==> src/rtl/spi_slave_responder.sv <==
// SPI responder end of the wrapper link.
// - Receives 10-bit {cmd, payload} frames on MOSI, MSB first.
// - Hands each complete frame to the RAM side with a one-cycle valid pulse.
// - For read-data commands (cmd = all ones), waits for the RAM's byte and
//   shifts it back out on MISO, MSB first.
// One SPI bit is transferred per clock cycle; everything runs on the
// rising clock edge.
module spi_slave_responder #(
  parameter int CMD_W  = 2,
  parameter int DATA_W = 8
) (
  input  logic                      i_spi_slave_clk,
  input  logic                      i_spi_slave_rst,
  input  logic                      i_spi_slave_ss_n,
  input  logic                      i_spi_slave_mosi,
  output logic                      o_spi_slave_miso,
  output logic [CMD_W+DATA_W-1:0]   o_spi_slave_rx_data,
  output logic                      o_spi_slave_rx_valid,
  input  logic [DATA_W-1:0]         i_spi_slave_tx_data,
  input  logic                      i_spi_slave_tx_valid,
  output logic                      o_spi_slave_frame_err,
  output logic                      o_spi_slave_busy
);

  localparam int FRM_W = CMD_W + DATA_W;
  localparam int BCW   = $clog2(FRM_W + 1);
  localparam int TCW   = $clog2(DATA_W + 1);
  localparam logic [CMD_W-1:0] CMD_RD = '1;

  typedef enum logic [2:0] {
    S_IDLE,
    S_RX,
    S_WAIT_TX,
    S_TX,
    S_HOLD
  } state_t;

  state_t             state_q,     state_d;
  logic [FRM_W-2:0]   rx_sh_q,     rx_sh_d;
  logic [BCW-1:0]     bit_cnt_q,   bit_cnt_d;
  logic [FRM_W-1:0]   rx_data_q,   rx_data_d;
  logic               rx_valid_q,  rx_valid_d;
  logic               frame_err_q, frame_err_d;
  logic [DATA_W-1:0]  tx_sh_q,     tx_sh_d;
  logic [TCW-1:0]     tx_cnt_q,    tx_cnt_d;
  logic               miso_q,      miso_d;

  // Frame as it would look if the current MOSI bit were the last one.
  logic [FRM_W-1:0]   frame_w;
  logic [CMD_W-1:0]   frame_cmd_w;

  assign frame_w     = {rx_sh_q, i_spi_slave_mosi};
  assign frame_cmd_w = frame_w[FRM_W-1 -: CMD_W];

  // State and datapath registers; synchronous reset returns everything to idle.
  always_ff @(posedge i_spi_slave_clk) begin
    if (i_spi_slave_rst) begin
      state_q     <= S_IDLE;
      rx_sh_q     <= '0;
      bit_cnt_q   <= '0;
      rx_data_q   <= '0;
      rx_valid_q  <= 1'b0;
      frame_err_q <= 1'b0;
      tx_sh_q     <= '0;
      tx_cnt_q    <= '0;
      miso_q      <= 1'b0;
    end else begin
      state_q     <= state_d;
      rx_sh_q     <= rx_sh_d;
      bit_cnt_q   <= bit_cnt_d;
      rx_data_q   <= rx_data_d;
      rx_valid_q  <= rx_valid_d;
      frame_err_q <= frame_err_d;
      tx_sh_q     <= tx_sh_d;
      tx_cnt_q    <= tx_cnt_d;
      miso_q      <= miso_d;
    end
  end

  // Next-state logic. Pulses and MISO default low so they only assert when
  // explicitly driven in the current state.
  always_comb begin
    state_d     = state_q;
    rx_sh_d     = rx_sh_q;
    bit_cnt_d   = bit_cnt_q;
    rx_data_d   = rx_data_q;
    rx_valid_d  = 1'b0;
    frame_err_d = 1'b0;
    tx_sh_d     = tx_sh_q;
    tx_cnt_d    = tx_cnt_q;
    miso_d      = 1'b0;

    case (state_q)
      S_IDLE: begin
        // The first selected edge already carries the frame MSB.
        if (!i_spi_slave_ss_n) begin
          rx_sh_d   = {{(FRM_W-2){1'b0}}, i_spi_slave_mosi};
          bit_cnt_d = BCW'(1);
          state_d   = S_RX;
        end
      end

      S_RX: begin
        if (i_spi_slave_ss_n) begin
          // Master gave up mid-frame: drop the partial frame, keep old rx_data.
          frame_err_d = 1'b1;
          bit_cnt_d   = '0;
          state_d     = S_IDLE;
        end else if (bit_cnt_q == BCW'(FRM_W - 1)) begin
          rx_data_d  = frame_w;
          rx_valid_d = 1'b1;
          rx_sh_d    = frame_w[FRM_W-2:0];
          bit_cnt_d  = '0;
          state_d    = (frame_cmd_w == CMD_RD) ? S_WAIT_TX : S_HOLD;
        end else begin
          rx_sh_d   = frame_w[FRM_W-2:0];
          bit_cnt_d = bit_cnt_q + BCW'(1);
        end
      end

      S_WAIT_TX: begin
        // No timeout: the RAM may take as long as it needs while selected.
        if (i_spi_slave_ss_n) begin
          frame_err_d = 1'b1;
          state_d     = S_IDLE;
        end else if (i_spi_slave_tx_valid) begin
          miso_d   = i_spi_slave_tx_data[DATA_W-1];
          tx_sh_d  = {i_spi_slave_tx_data[DATA_W-2:0], 1'b0};
          tx_cnt_d = TCW'(1);
          state_d  = S_TX;
        end
      end

      S_TX: begin
        // tx_cnt counts bits already on MISO; the MSB went out on entry.
        if (i_spi_slave_ss_n) begin
          frame_err_d = 1'b1;
          tx_cnt_d    = '0;
          state_d     = S_IDLE;
        end else if (tx_cnt_q == TCW'(DATA_W)) begin
          tx_cnt_d = '0;
          state_d  = S_HOLD;
        end else begin
          miso_d   = tx_sh_q[DATA_W-1];
          tx_sh_d  = {tx_sh_q[DATA_W-2:0], 1'b0};
          tx_cnt_d = tx_cnt_q + TCW'(1);
        end
      end

      S_HOLD: begin
        // Frame done; ignore anything until the master deselects.
        if (i_spi_slave_ss_n) begin
          state_d = S_IDLE;
        end
      end

      default: begin
        state_d = S_IDLE;
      end
    endcase
  end

  assign o_spi_slave_miso      = miso_q;
  assign o_spi_slave_rx_data   = rx_data_q;
  assign o_spi_slave_rx_valid  = rx_valid_q;
  assign o_spi_slave_frame_err = frame_err_q;
  assign o_spi_slave_busy      = (state_q != S_IDLE);

endmodule
==> config.mk <==
export PLATFORM = sky130hd
export DESIGN_NAME = spi_slave_responder
export DESIGN_NICKNAME = d
export VERILOG_FILES = /design/src/rtl/spi_slave_responder.sv
export SDC_FILE = /design/constraint.sdc
export NUM_CORES = 1
export LEC_CHECK = 0
export ABC_AREA = 1
export CAP_MARGIN = 20
export CELL_PAD_IN_SITES_DETAIL_PLACEMENT = 1
export CELL_PAD_IN_SITES_GLOBAL_PLACEMENT = 1
export CORE_AREA = 5 5 75 77
export DETAILED_ROUTE_END_ITERATION = 10
export DIE_AREA = 0 0 80 82
export PLACE_DENSITY = 0.87
export SETUP_SLACK_MARGIN = 0.15
export SYNTH_ARGS = -nofsm -noshare
export SYNTH_HDL_FRONTEND = slang
export SYNTH_SLANG_ARGS = --single-unit
export TNS_END_PERCENT = 100
==> constraint.sdc <==
create_clock -name i_spi_slave_clk -period 1.5 [get_ports i_spi_slave_clk]
set_clock_uncertainty 0.1 [all_clocks]
set_input_delay 0.3 -clock i_spi_slave_clk [delete_from_list [all_inputs] [get_ports i_spi_slave_clk]]
set_output_delay 0.3 -clock i_spi_slave_clk [all_outputs]
set_load 0.01 [all_outputs]
==> impl_metrics.yaml <==
status:
  status: "finished, violations left"
  violations: "negative setup slack"
yosys:
  yosys_register_bits: 40
  ys_warn_count: 0
  syn_inst: 237
  yosysTopAreaCell: "dfxtp_1"
  async_flop_share: 0
  synth.top_cell.area_share: 0.433
  syn_nets: 254
  syn_avg_cell_area_um2: 7.80
  synth-edff-count: 0
  synth_area_leaders: "dfxtp_1 (43%), nand2_1 (12%), nand3_1 (6.8%), a21oi_1 (4.3%), nor2_1 (3.9%)"
  ys.flop_type: "dfxtp_1"
  synthTopCellsByCount: "nand2_1 (61), dfxtp_1 (40), nand3_1 (25)"
  synthesis.area_um2: 1850
  synth.most_common_cell: "nand2_1"
  synth-seq-area-share: 0.433
  synth.distinct_cells: 32
clock_network:
  cts_made_buffers: 5
  cts_tree: "done"
  clkTransAtPathRegs_ps: 80
  holdBufCountCts: 0
  cts_buffer_depth: 2
  clock_latency_ps: 310
  cts-root-buf: "clkbuf_8"
  htreeDepth: 2
  cts_sinks: 40
hold_path:
  hold_depth: 2
  holdCritPathClass: "reg2reg"
sta:
  period_minus_slack_ps: 1560
  slew_headroom: 0.785
  min_period_over_period: 1.04
  maxSlewViolCount: 0
  finalSetupViolations: 2
  timing.final.ws_setup_ps: -57.6
  fmax_ghz: 0.642
  rsz0062_at_grt: "yes"
  hold_violations: 0
  holdWs_ps: 380
  worst_pin_slew_ps: 322
die:
  placementRows: 26
  die_x_um: 80
  initial_core_util: 0.374
  io_pins: 27
  die_h_um: 82
  core_um2: 4940
  die_area_um2: 6560
power:
  cellLeakagePower_nw: 1.33
  power.internal_mw: 2.43
  p_clk_frac: 0.197
  netSwitchingFraction: 0.381
  pwr-share-seq: 0.328
  total_power_mw: 3.93
  comb_power_share: 0.475
  peakVddDrop_uv: 670
  p_sw_mw: 1.49
  power_density_nw_per_um2: 1350
final_layout:
  multiInputGateArea_um2: 1140
  num_antenna_cells: 0
  area_delta_synth_final_pct: 57.1
  drive_gt1_frac: 0.434
  instances_no_fill: 379
  fin_util: 0.588
  num-fill-cells: 587
  fin_nets: 325
  regArea_um2: 815
critical_path:
  worst_path_max_delay_cell: "dfxtp_4"
  criticalPathCategory: "reg2reg"
  worstPathCellList: "buf_6 -> inv_6 -> nand2_4 -> nor2_4 -> buf_4 -> buf_8 -> nand4_1 -> a21oi_1"
  r2r-end: "bit_cnt_q[2]"
  crit_path_end_kind: "register"
  crit_end: "bit_cnt_q[2]"
  r2r-start: "state_q[1]"
  cp_slowest_stage_delay_ps: 360
  critPathArrivalTime_ps: 1680
  reg2reg_slack_ps: -60
  crit_buf_inv: 4
  worstSetupStartpointType: "register"
  crit_required_ps: 1630
  crit_path_max_fanout: 10
  cp_num_cells: 8
  cp-startpoint: "state_q[1]"
  ff2ff_path_depth: 8
  crit_family: "buffers and inverters"
routing:
  drt-total-wl_um: 7250
  drtIter0Drc: 84
  wl_per_cell_um: 19.1
  vias_per_cell: 5.20
  num_vias: 1969
  drt-pass1-iter-count: 4
  remaining_drc_errors: 0
  antenna_left: 0
global_route:
  grt_pass1_vias: 2054
  groute.usage.overall: 0.206
  grt_pass1_wl_um: 10000
  antenna_found_initial: 0
  grt_max_degree: 13
  grt_overflow_total: 0
place:
  hpwl_um: 3810
  dpl.cell_count: 351
  routabilityCongestion: 0.873
  io_buffer_count: 26
job:
  max-cap-violations: 0
-- state kept, by name, summed over array words and instances (netlist names) --
signal                 cells
o_spi_slave_rx_data       10
o_spi_slave_rx_valid       1
o_spi_slave_miso           1
o_spi_slave_frame_err      1
state_q                    3
rx_sh_q                    9
tx_cnt_q                   4
tx_sh_q                    7
bit_cnt_q                  4
-- tightest hold or removal path: cells and delay by family, from the launching register on --
family / cells / cell delay (ps)
flops: 1 / 320
simple gates: 2 / 130
-- power groups by stage --
stage / clock (mW) / sequential, mW / combinational [mW]
after CTS: 0.793 / 1.29 / 1.45
after global routing: 0.843 / 1.30 / 2.00
after global placement: 0 / 1.27 / 1.09
after floorplan: 0 / 1.26 / 0.677
final: 0.775 / 1.29 / 1.86
after detailed placement: 0 / 1.27 / 1.14
-- through the flow --
step	area [µm²]	TNS, ps	setup slack [ps]
after floorplan	1850	0	151
after global placement	2330	-5040	-222
after detailed placement	2330	-6560	-280
after CTS	2660	-57.9	-57.9
after global routing	2910	-1010	-99.8
final	2910	-58.4	-57.6
-- layout by cell type, fill, tap and decap left out, drive strengths merged --
cell type / instances
dfxtp: 40
inv: 20
clkdlybuf4s15: 7
o21ai: 12
nor4: 1
o211a: 4
dlygate4sd2: 6
nor3: 1
a221oi: 1
xor2: 3
clkinv: 1
clkinvlp: 1
clkbuf: 10
nand3: 31
nor2: 23
ha: 4
buf: 47
o31ai: 1
a21oi: 16
nand4: 5
clkdlybuf4s50: 10
nand2: 65
-- repair_timing --
item / 4_1_cts / 5_1_grt
setup buffers: 10 / 10
cloned: 0 / 0
pin swaps: 20 / 20
setup endpoints to repair: 43 / 48
resized for setup: 78 / 60
endpoints found under the hold margin: 0 / 0
-- layout make-up --
| cell class | count | area share |
|---|---|---|
| Multi-Input combinational cell | 167 | 0.394 |
| Sequential cell | 40 | 0.280 |
| Timing Repair Buffer | 73 | 0.225 |
| Inverter | 21 | 0.0383 |
| Tap cell | 70 | 0.0301 |
| Clock buffer | 7 | 0.0297 |
| Clock inverter | 1 | 0.00258 |
-- logic make-up after synthesis --
family	Yosys count	synth area share
AOI/OAI and AO/OA	34	0.110
xor gates and xnor gates	3	0.0142
adders and majority gates	4	0.0271
buffers and inverters	30	0.0825
DFF	40	0.433
and+or+nand+nor	126	0.333
-- layer usage --
metal,share of wire,vias to the layer above,global-route usage
met5,0,-,0
met4,0.045,0,0.0997
met3,0.036,33,0.0471
met2,0.53,60,0.377
met1,0.39,957,0.222
li1,-,919,-
-- worst min-delay path by stage --
| stage | start | end | slack, ps |
|---|---|---|---|
| floorplan | i_spi_slave_rst | o_spi_slave_frame_err | 280 |
| global placement | tx_sh_q[6] | tx_sh_q[6] | 340 |
| detailed placement | tx_sh_q[6] | tx_sh_q[6] | 340 |
| CTS | tx_sh_q[6] | tx_sh_q[6] | 360 |
| global route | tx_sh_q[6] | tx_sh_q[6] | 420 |
| finish | o_spi_slave_rx_data[3] | o_spi_slave_rx_data[3] | 380 |
Power figures use the tool's default switching activity.
